**config.mk**
```make
export PLATFORM = sky130hd
export DESIGN_NAME = apbdma_upsizer_flush
export DESIGN_NICKNAME = d
export VERILOG_FILES = /design/src/rtl/apbdma_upsizer_flush.sv
export SDC_FILE = /design/constraint.sdc
export NUM_CORES = 1
export LEC_CHECK = 0
export BUFFER_PORTS_ARGS = -buffer_cell sky130_fd_sc_hd__buf_4
export CAP_MARGIN = 20
export CORE_MARGIN = 10
export CORE_UTILIZATION = 55
export DETAILED_ROUTE_END_ITERATION = 7
export PLACE_DENSITY = 0.74
export SLEW_MARGIN = 20
export SYNTH_ARGS = -nofsm -noshare
export SYNTH_HDL_FRONTEND = slang
export SYNTH_SLANG_ARGS = --single-unit
```
**constraint.sdc**
```tcl
create_clock -name clk_i -period 3.4 [get_ports clk_i]
set_clock_uncertainty 0.15 [all_clocks]
set_input_delay 0.68 -clock clk_i [delete_from_list [all_inputs] [get_ports clk_i]]
set_output_delay 0.68 -clock clk_i [all_outputs]
set_load 0.005 [all_outputs]
```
**src/rtl/apbdma_upsizer_flush.sv**
```systemverilog
// apbdma_upsizer_flush
// Packs Ratio = OutDataWidth/InDataWidth narrow beats into one wide beat, lane 0 first.
// A beat with in_last_i flushes the partially filled word, with unwritten lanes zeroed.
// A separate output register gives full throughput and a one-cycle latency.
//
// Ports:
//   clk_i, rst_i          clock, synchronous active-high reset
//   in_data_i/strb_i      narrow beat data and byte strobes
//   in_last_i             final narrow beat of the burst
//   in_valid_i/ready_o    narrow handshake
//   out_data_o/strb_o     packed wide data and strobes
//   out_last_o            wide beat ends the burst
//   out_valid_o/ready_i   wide handshake
//   out_beats_o           narrow beats in the current wide beat
//                         (present only with APBDMA_UPSIZER_BEAT_COUNT_EN)
module apbdma_upsizer_flush #(
  parameter int unsigned InDataWidth  = 32,
  parameter int unsigned OutDataWidth = 128,
  localparam int unsigned Ratio        = OutDataWidth / InDataWidth,
  localparam int unsigned CntWidth     = (Ratio > 2) ? $clog2(Ratio) : 1,
  localparam int unsigned InStrbWidth  = InDataWidth / 8,
  localparam int unsigned OutStrbWidth = OutDataWidth / 8
) (
  input  logic                    clk_i,
  input  logic                    rst_i,
  input  logic [InDataWidth-1:0]  in_data_i,
  input  logic [InStrbWidth-1:0]  in_strb_i,
  input  logic                    in_last_i,
  input  logic                    in_valid_i,
  output logic                    in_ready_o,
  output logic [OutDataWidth-1:0] out_data_o,
  output logic [OutStrbWidth-1:0] out_strb_o,
  output logic                    out_last_o,
  output logic                    out_valid_o,
`ifdef APBDMA_UPSIZER_BEAT_COUNT_EN
  output logic [CntWidth:0]       out_beats_o,
`endif
  input  logic                    out_ready_i
);

  logic [CntWidth-1:0]     cnt_q, cnt_d;
  logic [OutDataWidth-1:0] acc_data_q, acc_data_d;
  logic [OutStrbWidth-1:0] acc_strb_q, acc_strb_d;
  logic [OutDataWidth-1:0] out_data_q, out_data_d;
  logic [OutStrbWidth-1:0] out_strb_q, out_strb_d;
  logic                    out_last_q, out_last_d;
  logic                    out_valid_q, out_valid_d;
`ifdef APBDMA_UPSIZER_BEAT_COUNT_EN
  logic [CntWidth:0]       out_beats_q, out_beats_d;
`endif

  logic [OutDataWidth-1:0] merged_data;
  logic [OutStrbWidth-1:0] merged_strb;
  logic                    accept;
  logic                    complete;

  // Output slot is free, or is being drained this cycle.
  assign in_ready_o = ~out_valid_q | out_ready_i;
  assign accept     = in_valid_i & in_ready_o;
  assign complete   = in_last_i | (cnt_q == CntWidth'(Ratio - 1));

  // Accumulator with the incoming beat dropped into lane cnt_q. Lanes above cnt_q stay zero
  // because the accumulator is cleared after every completed word.
  always_comb begin
    merged_data = acc_data_q;
    merged_strb = acc_strb_q;
    for (int unsigned k = 0; k < Ratio; k++) begin
      if (cnt_q == CntWidth'(k)) begin
        merged_data[k*InDataWidth +: InDataWidth] = in_data_i;
        merged_strb[k*InStrbWidth +: InStrbWidth] = in_strb_i;
      end
    end
  end

  always_comb begin
    cnt_d       = cnt_q;
    acc_data_d  = acc_data_q;
    acc_strb_d  = acc_strb_q;
    out_data_d  = out_data_q;
    out_strb_d  = out_strb_q;
    out_last_d  = out_last_q;
    out_valid_d = out_valid_q;
`ifdef APBDMA_UPSIZER_BEAT_COUNT_EN
    out_beats_d = out_beats_q;
`endif

    if (accept) begin
      if (complete) begin
        cnt_d      = '0;
        acc_data_d = '0;
        acc_strb_d = '0;
      end else begin
        cnt_d      = cnt_q + CntWidth'(1);
        acc_data_d = merged_data;
        acc_strb_d = merged_strb;
      end
    end

    // A completing beat reloads the output register even while it is being drained.
    if (accept && complete) begin
      out_valid_d = 1'b1;
      out_data_d  = merged_data;
      out_strb_d  = merged_strb;
      out_last_d  = in_last_i;
`ifdef APBDMA_UPSIZER_BEAT_COUNT_EN
      out_beats_d = {1'b0, cnt_q} + (CntWidth + 1)'(1);
`endif
    end else if (out_ready_i) begin
      out_valid_d = 1'b0;
    end
  end

  always_ff @(posedge clk_i) begin
    if (rst_i) begin
      cnt_q       <= '0;
      acc_data_q  <= '0;
      acc_strb_q  <= '0;
      out_data_q  <= '0;
      out_strb_q  <= '0;
      out_last_q  <= 1'b0;
      out_valid_q <= 1'b0;
`ifdef APBDMA_UPSIZER_BEAT_COUNT_EN
      out_beats_q <= '0;
`endif
    end else begin
      cnt_q       <= cnt_d;
      acc_data_q  <= acc_data_d;
      acc_strb_q  <= acc_strb_d;
      out_data_q  <= out_data_d;
      out_strb_q  <= out_strb_d;
      out_last_q  <= out_last_d;
      out_valid_q <= out_valid_d;
`ifdef APBDMA_UPSIZER_BEAT_COUNT_EN
      out_beats_q <= out_beats_d;
`endif
    end
  end

  assign out_data_o  = out_data_q;
  assign out_strb_o  = out_strb_q;
  assign out_last_o  = out_last_q;
  assign out_valid_o = out_valid_q;
`ifdef APBDMA_UPSIZER_BEAT_COUNT_EN
  assign out_beats_o = out_beats_q;
`endif

endmodule

```
## Word level (Yosys, flattened, before mapping)

Cells that the tools add are included.

| word-level totals | value |
|---|---|
| logic and storage cells | 31 |
| output and inout bits | 147 |
| register bits | 292 |
| input bits | 41 |

| operators by class | value |
|---|---|
| add/subtract/negate cells | 1 |
| multiplexer cells | 13 |
| bitwise operators | 4 |
| reduce and logical (&&, ||, !) cells | 3 |
| equal/unequal tests | 3 |

Operators with widths:

| cell | count |
|---|---|
| $mux 128 | 1 |
| $mux 32 | 4 |
| $mux 16 | 1 |
| $mux 4 | 4 |
| $eq 2x2->1 const B | 2 |
| $add 2x1->2 const B | 1 |
| $eq 2x1->1 const B | 1 |
| $logic_not 2->1 | 1 |
| $mux 1 | 2 |
| $mux 2 | 1 |
| $or 1x1->1 | 2 |
| $reduce_bool 2->1 | 1 |
| $and 1x1->1 | 1 |
| $logic_and 1x1->1 | 1 |
| $not 1->1 | 1 |

## Longest topological paths before layout

Gate-level depths: netlist of the first run.

| logic depth | value |
|---|---|
| word-level depth | 5 |
| depth in mapped cells | 7 |
| depth with buffers taken out | 5 |

## Worst setup path before layout of the first run

Ideal clock, no wire load.

| timing path | value |
|---|---|
| path type | input -> output |
| from | in out_ready_i |
| to | out in_ready_o |
| arrival | 1347 ps |
| cell stages on the path | 5 |
| buffers on the path | 3 |
| required time | 2570 ps |
| setup slack | 1223 ps |
| cell sequence | nor2b_1 -> buf_2 -> inv_1 -> buf_4 -> buf_2 |

| between the ends | value |
|---|---|
| cells in the longest elaborated chain, start to end | 1 |

Ends and longest elaborated chain:

| what | line | text |
|---|---|---|
| from (decl) | 38 | `input logic out_ready_i` |
| $or 1x1->1 | 58 | `assign in_ready_o = ~out_valid_q \| out_ready_i;` |
| to (decl) | 30 | `output logic in_ready_o,` |

No other way between the ends.

## Final worst setup path of the first run

| timing path | value |
|---|---|
| from | reg cnt_q[0] |
| to | reg out_data_q[31] (netlist: out_data_o[31]) |

| between the ends | value |
|---|---|
| cells in the longest elaborated chain, start to end | 3 |
| elaborated cells between the ends (all ways) | 5 |
| classes of those cells | 1 x eq/ne; 1 x mux; 1 x bitwise; 2 x reduce/logical |

Ends and longest elaborated chain:

| what | line | text |
|---|---|---|
| from (decl) | 41 | `logic [CntWidth-1:0] cnt_q, cnt_d;` |
| from (signal assigned) | 126 | `cnt_q <= cnt_d;` |
| $eq 2x2->1 | 60 | `assign complete = in_last_i \| (cnt_q == CntWidth'(Ratio - 1));` |
| $or 1x1->1 | 60 |  |
| $logic_and 1x1->1 | 100 | `if (accept && complete) begin` |
| to (signal assigned) | 129 | `out_data_q <= out_data_d;` |
| to (decl) | 44 | `logic [OutDataWidth-1:0] out_data_q, out_data_d;` |

Parallel ways exist; a longest one is shown, timed or not.
A chain may end at the register's enable or synchronous reset.

==> results.md, run 1 <==
- Number of storage elements in the synthesis netlist: 292
- Synth warn: 0
- Worst hold-check path type: reg -> reg
- Netlist cell types: 27
- First-pass iteration count of the detailed router: 7
- Number of buffers inserted by port buffering: 187
- Cell types with the largest area share after synthesis: sky130_fd_sc_hd__dfxtp_1 46%, sky130_fd_sc_hd__mux2_2 13%, sky130_fd_sc_hd__o32ai_1 7.4%, sky130_fd_sc_hd__a31oi_1 7.0%, sky130_fd_sc_hd__nor4_1 7.0%
- Synthesized instance count: 1360
- Run status: finished clean
- Global-route wire length before repair: 61200 um
- Syn_area_per_cell: between 9 and 10 um2
- Nets: 1487
- Largest delay contributor family on the critical path: simple AND/OR/NAND/NOR gates
- Critical path cell sequence: inv_1, ha_2, buf_4, mux2_2, nor4_1, nor3_1
- Initial Util: a little under three fifths
- Maximum fanout along the worst path: 38
- Critical Path Source: cnt_q[0]$_SDFFE_PP0P_
- Inst Count DP: 1723
- Number of max-cap violations: 0
- Leakage power: 5.58 nW
- Remaining Overflow, GRT: 0
- Total number of vias: 11267
- Adder-cell share of the synthesized area: less than 1%
- Count of pins over their slew limit: 0
- Estimated wirelength of the detail-placed design: between 20000 and 25000 um
- Final Core Density: 66.6%
- Proportion of netlist area held by the largest area contributor: 45.7%
- Number of standard cells in the final layout excluding fillers: ~1800
- Layout cells sized above 1: 29.0%
- Total clock buffers created by CTS: 30
- Xor-xnor portion of the synthesized cell area: 0%
- Clock-pin slew of the registers on the worst-case setup and hold paths: 0.06 ns
- Via-to-Cell Ratio: about 6.3
- Area of the die: 29800 um2
- Setup CP Type: reg -> reg
- Clock tree from TritonCTS: done
- Total count of hold-check failures in the final report: 0
- Final setup viols: 0
- Ports: 188
- FP Rows: between 50 and 60
- Syn-to-layout area delta: 18.5%
- Maximum operating frequency: 392 MHz
- Unrepaired setup endpoints after global routing: no
- Routability congestion estimate: between 0.8 and 0.9
- Number of violations reported at the end of detailed-routing iteration 0: 1178
- Largest area contributor in the synthesized netlist: sky130_fd_sc_hd__dfxtp_1
- Core box area: 22800 um2
- Placed Instance Area: roughly 14000 um2
- Portion of the post-synthesis area used by sequential elements: 45.7%
- Overall die width: 173 um
- Worst setup timing slack at the placement stage: around 0.55 ns
- Synthesized Nets: 1405
- Initial antenna violation count: 0
- Antenna diode count: 0
- Skew-Pair Late Insertion Delay: between 0.5 and 0.6 ns
- Fraction of the mapped netlist area in compound gates: 14.9%
- Critical path data arrival time: 2.80 ns
- Buffers from clock root to sink, at most: 3
- IR drop worst, VDD: 0.000394 V
- Post-route DRC: 0
- Commonest cells after routing, fill and taps aside: 292 x sky130_fd_sc_hd__dfxtp_1, 212 x sky130_fd_sc_hd__buf_4, 147 x sky130_fd_sc_hd__nor3_1
- Number of global-route vias before repair: 10676
- Clock tree root driver cell: sky130_fd_sc_hd__clkbuf_16
- Die H: roughly 170 um
- Layout fillers: 1872
- Pin count of the biggest net entering global routing: ~130
- Most common cell after layout, fill and taps aside: sky130_fd_sc_hd__dfxtp_1
- Startpoint class of the critical path: flop
- CP bufs+invs: 2
- Share of the clock period used by the worst path after layout: 75.0%
- Post CTS Setup Buffer Count: 0
- Dominant combinational cell family by area after synthesis: simple AND/OR/NAND/NOR gates
- Tightest slew margin relative to the limit: a little under half
- Fin Setup TNS: 0 ns
- PwrDens: 519 nW/um2
- Wire length per cell after detailed routing: 21.6 um
- Crit path max-delay cell type: sky130_fd_sc_hd__nor4_1
- Summed area of non-filler cells in the final layout: 15200 um2
- Post-CTS Hold Buffers: 0
- Drt total wl: a little under 40000 um
- Startpoint of the worst register-to-register path: cnt_q[0]$_SDFFE_PP0P_
- Minimum period implied by the final worst setup slack: 2.55 ns
- Multiplexer area fraction after synthesis: 12.7%
- Number of resized instances in the post-cts repair step: 0
- Netlist area before placement: 12800 um2
- Min-Delay Startpoint: acc_data_q[98]$_SDFFE_PP0P_
- Final Worst Setup Slack: 0.849 ns
- Pin slew with the least headroom to its limit: 0.808 ns
- Area used by sequential logic in the layout: 5850 um2
- Sink count of the clock tree: between 200 and 300
- CTS H-tree depth: 1
- Data required time at the worst endpoint: 3.64 ns
- Total global-route track usage: 24.2%
- Antenna-violating nets left: 0
- Simple-Gate Fraction of Synth Area: 17.3%
- Critical Path Sink Type: flop
- Multi-input gate area: between 5000 and 6000 um2
- Largest stage delay, worst path: just over 0.6 ns
[through the flow]
stage / power (mW) / hold WS [ns]
after floorplan: 4.30 / 0.276
after global placement: 4.71 / 0.288
after detailed placement: 4.72 / 0.290
after CTS: 7.88 / 0.304
after global routing: 8.11 / 0.317
final: 7.86 / 0.304
[flip-flops by register name (all words and copies together), names as in the netlist]
name	count
acc_data_q	128
acc_strb_q	16
cnt_q	2
out_data_o	128
out_last_o	1
out_strb_o	16
out_valid_o	1
[layer usage]
| metal | GRT usage (%) | routed length (um) | vias to the layer above |
|---|---|---|---|
| met4 | 5.18 | 640 | 0 |
| met5 | 0 | 0 | - |
| met3 | 5.45 | 3450 | 48 |
| met2 | 35.2 | 16500 | 469 |
| met1 | 35.6 | 17800 | 5440 |
| li1 | - | - | 5310 |
[final timing paths]
kind / endpoint / depth (start not counted) / slack [ns]
min: acc_data_q[98]$_SDFFE_PP0P_ / 1 / 0.30
max: out_data_o[31]$_SDFFE_PP0P_ / 6 / 0.85
max reg2reg: out_data_o[31]$_SDFFE_PP0P_ / 6 / 0.85
min reg2reg: acc_data_q[98]$_SDFFE_PP0P_ / 1 / 0.30
[cell usage after synthesis]
cell type	instances
sky130_fd_sc_hd__buf_6	1
sky130_fd_sc_hd__clkbuf_1	85
sky130_fd_sc_hd__a31oi_4	1
sky130_fd_sc_hd__a31oi_1	144
sky130_fd_sc_hd__a21oi_1	4
sky130_fd_sc_hd__buf_1	2
sky130_fd_sc_hd__nor2_2	1
sky130_fd_sc_hd__inv_1	112
sky130_fd_sc_hd__clkinv_1	1
sky130_fd_sc_hd__o31ai_1	1
sky130_fd_sc_hd__nand2b_1	37
sky130_fd_sc_hd__dfxtp_1	292
sky130_fd_sc_hd__ha_1	4
sky130_fd_sc_hd__o21ai_0	2
sky130_fd_sc_hd__nor2b_1	1
sky130_fd_sc_hd__nand3_1	2
sky130_fd_sc_hd__buf_2	79
sky130_fd_sc_hd__nand4_1	4
sky130_fd_sc_hd__buf_4	1
sky130_fd_sc_hd__nor3_1	147
sky130_fd_sc_hd__nor4_1	144
sky130_fd_sc_hd__and2_1	36
sky130_fd_sc_hd__mux2_2	144
sky130_fd_sc_hd__or2_2	1
sky130_fd_sc_hd__o32ai_1	108
sky130_fd_sc_hd__nor3_2	3
sky130_fd_sc_hd__nand4_2	3
[cell type report]
cell class / instances / area share, %
clock buffer: 44 / 5.70
clock inverter: 12 / 0.594
inverter: 113 / 2.85
multi-input combinational: 787 / 38.5
sequential: 292 / 38.5
tap: 313 / 2.58
timing repair buffer: 218 / 11.2
[cell families (layout without fill, tap and decap cells)]
logic type               count (synthesis)  in the layout
AND/OR/NAND/NOR                        379            379
flip-flops                             292            292
buffers and inverters                  281            387
AO/OA/AOI/OAI                          260            260
multiplexers                           144            144
adder cells (fa/ha/maj)                  4              4
[power breakdown]
group / switching [mW] / internal (mW) / total, mW
clock network: 1.37 / 1.83 / 3.20
registers: 0.0818 / 3.56 / 3.64
logic: 0.583 / 0.434 / 1.02
Note: power is estimated with default switching activity, not from simulation.
==> run 2: changes to the inputs <==
Settings changed: ABC_AREA set to 1, CORE_UTILIZATION 55 to 53.
Clock period 3.4 ns to 2.2 ns, I/O delays scaled along.
==> results.md, run 2 <==
- Number of cells on the worst reg-to-reg path: 7
- Area of the die: 35800 um2
- Die H: 189 um
- Pin slew with the least headroom to its limit: 0.627 ns
- Pin count of the biggest net entering global routing: 112
- Number of enable-type register cells in the synthesized netlist: 0
- Remaining Overflow, GRT: 0
- Skew-Pair Late Insertion Delay: 0.51 ns
- Initial Util: 54.3%
- Post-CTS Hold Buffers: 0
- CTS H-tree depth: 2
- Met3 routed wirelength: 2700 um
- Initial antenna violation count: 0
- Portion of the post-synthesis area used by sequential elements: 38.5%
- Number of global-route vias before repair: 14346
- Buffers from clock root to sink, at most: 3
- PwrDens: 764 nW/um2
- Minimum period implied by the final worst setup slack: 1.89 ns
- Routability congestion estimate: 0.874
- Number of violations reported at the end of detailed-routing iteration 0: 1273
- Top-count cell post-synth: sky130_fd_sc_hd__nand2_1
- Critical path data arrival time: 1.30 ns
- Overall die width: 189 um
- Share of the clock period used by the worst path after layout: approximately 86%
- Number of max-cap violations: 0
- Top layer reached by signal wires: met4
- Core box area: ~28000 um2
- Dominant combinational cell family by area after synthesis: simple AND/OR/NAND/NOR gates
- Post-route DRC: 0
- Count of pins over their slew limit: 0
- Clock tree from TritonCTS: done
- Synth warn: 0
- Leakage power: roughly 9.5 nW
- Global-route wire length before repair: slightly above 70000 um
- Simple-Gate Fraction of Synth Area: 39.7%
- Layout cells sized above 1: 10.7%
- Critical Path Sink Type: primary output
- Clock-pin slew of the registers on the worst-case setup and hold paths: roughly 0.060 ns
- FP Rows: 61
- Synth async-reset ratio: 0%
- Ports: 188
- Number of storage elements in the synthesis netlist: 292
- Synthesized Nets: between 2000 and 3000
- Fin Setup TNS: 0 ns
- IR drop worst, VDD: 0.000635 V
- Syn_area_per_cell: 5.90 um2
- Number of stages on the worst hold path: 3
- Adder-cell share of the synthesized area: 0.329%
- Length of routed met2 wiring: 22200 um
- Netlist cell types: 17
- Netlist area before placement: around 15000 um2
- Startpoint class of the critical path: flop
- Post CTS Setup Buffer Count: 0
- Run status: finished clean
- Total global-route track usage: 23.4%
- Drt total wl: 43400 um
- Most common cell after layout, fill and taps aside: sky130_fd_sc_hd__nand2_1
- Number of standard cells in the final layout excluding fillers: 3071
- Synthesized instance count: 2577
- Number of buffers inserted by port buffering: ~190
- Total count of hold-check failures in the final report: 0
- Unrepaired setup endpoints after global routing: no
- Maximum operating frequency: 530 MHz
- Sum of routed wire segments on met1: around 17000 um
- Syn-to-layout area delta: 18.2%
- Wire length per cell after detailed routing: 14.1 um
- Reg-to-reg critical path endpoint: out_data_o[61]$_SDFFE_PP0P_
- Number of resized instances in the post-cts repair step: 0
- Predominant post-synthesis flop cell: sky130_fd_sc_hd__dfxtp_1
- Xor-xnor portion of the synthesized cell area: 0%
- Maximum fanout along the worst path: 4
- Final setup viols: 0
- Worst hold-check path type: in -> reg
- Estimated wirelength of the detail-placed design: 28100 um
- Slack of the worst reg-to-reg path: 0.33 ns
- Startpoint of the worst register-to-register path: cnt_q[1]$_SDFFE_PP0P_
- Clock tree root driver cell: sky130_fd_sc_hd__clkbuf_16
- Sink count of the clock tree: 292
- Fraction of the mapped netlist area in compound gates: under 10%
- Antenna diode count: 0
- Layout fillers: 2682
- End point of the most critical hold path: out_last_o$_SDFFE_PP0P_
- Cell types with the largest area share after synthesis: sky130_fd_sc_hd__dfxtp_1 38%, sky130_fd_sc_hd__nand2_1 27%, sky130_fd_sc_hd__inv_1 11%, sky130_fd_sc_hd__nand3_1 8.4%, sky130_fd_sc_hd__nor2_1 4.4%
- Proportion of netlist area held by the largest area contributor: 38.5%
- Antenna-violating nets left: 0
- PnR Total Power: 13.7 mW
- Tightest slew margin relative to the limit: 58.2%
- Data required time at the worst endpoint: 1.61 ns
- First-pass iteration count of the detailed router: 5
- Total number of vias: around 15000
- Min-Delay Startpoint: in_last_i
- Setup CP Type: reg -> out
- Post-synth top cells: 1086 x sky130_fd_sc_hd__nand2_1, 437 x sky130_fd_sc_hd__inv_1, 292 x sky130_fd_sc_hd__dfxtp_1, 254 x sky130_fd_sc_hd__nand3_1, 180 x sky130_fd_sc_hd__nor2_1
- Largest area contributor in the synthesized netlist: sky130_fd_sc_hd__dfxtp_1
- Via-to-Cell Ratio: 4.94
- Inst Count DP: approximately 3000
- Nets: 2712
- Commonest cells after routing, fill and taps aside: 1085 x sky130_fd_sc_hd__nand2_1, 437 x sky130_fd_sc_hd__inv_1, 292 x sky130_fd_sc_hd__dfxtp_1, 253 x sky130_fd_sc_hd__nand3_1, 203 x sky130_fd_sc_hd__buf_4
- Multiplexer area fraction after synthesis: 0%
- Total clock buffers created by CTS: 34
==> run 2: logic make-up (layout without fill, tap and decap cells) <==
group / Yosys count / count (layout)
adders and majority gates: 4 / 4
DFF: 292 / 292
buffers and inverters: 610 / 726
and+or+nand+nor: 1521 / 1521
AOI/OAI and AO/OA: 150 / 150
==> run 2: per-stage QoR <==
stage,utilization (%),worst slack [ns],instance area [um2],hold WS (ns)
3_5_place_dp,59.8,0.323,16700,0.296
5_1_grt,64.2,0.220,18000,0.0667
2_1_floorplan,-,0.646,15200,0.282
6_report,64.2,0.315,18000,0.0687
4_1_cts,64.2,0.291,18000,0.0477
3_3_place_gp,59.8,0.367,16700,0.292
==> run 2: power by group <==
| group | switching [mW] | internal, mW |
|---|---|---|
| sequential | 0.130 | 5.51 |
| clock | 2.25 | 3.83 |
| combinational | 1.25 | 0.745 |
==> run 2: worst max path at each step <==
| stage | slack (ns) | endpoint | start | cells past startpoint |
|---|---|---|---|---|
| final | 0.31 | in_ready_o | out_valid_o$_SDFFE_PP0P_ | 2 |
| after global placement | 0.37 | out_data_o[55]$_SDFFE_PP0P_ | in_valid_i | 8 |
| after floorplan | 0.65 | out_data_o[10]$_SDFFE_PP0P_ | cnt_q[0]$_SDFFE_PP0P_ | 10 |
| after CTS | 0.29 | in_ready_o | out_valid_o$_SDFFE_PP0P_ | 2 |
| after detailed placement | 0.32 | acc_data_q[78]$_SDFFE_PP0P_ | out_ready_i | 7 |
| after global routing | 0.22 | out_data_o[62]$_SDFFE_PP0P_ | cnt_q[1]$_SDFFE_PP0P_ | 7 |
==> run 2: area by class of cell <==
class / count / area, um2 / area share [%]
flip-flops and latches: 292 / 5850 / 32.5
multi-input cells: 1675 / 6870 / 38.3
clock inverters: 9 / 145 / 0.808
well taps: 378 / 473 / 2.63
inverters: 443 / 1670 / 9.30
clock buffers: 53 / 1080 / 5.99
repair buffers: 221 / 1880 / 10.5
==> run 2: critical path, stage by stage, from the launching register on <==
cell,delay [ns]
sky130_fd_sc_hd__dfxtp_1,0.40
sky130_fd_sc_hd__nand2_1,0.20
sky130_fd_sc_hd__buf_4,0.20
==> run 2: routing by layer <==
layer  global-route usage (%)  vias to the layer above
li1                         -                     7758
met1                     26.1                     6885
met2                     43.2                      440
met3                     4.04                       90
met4                     9.16                        0
met5                        0                        -
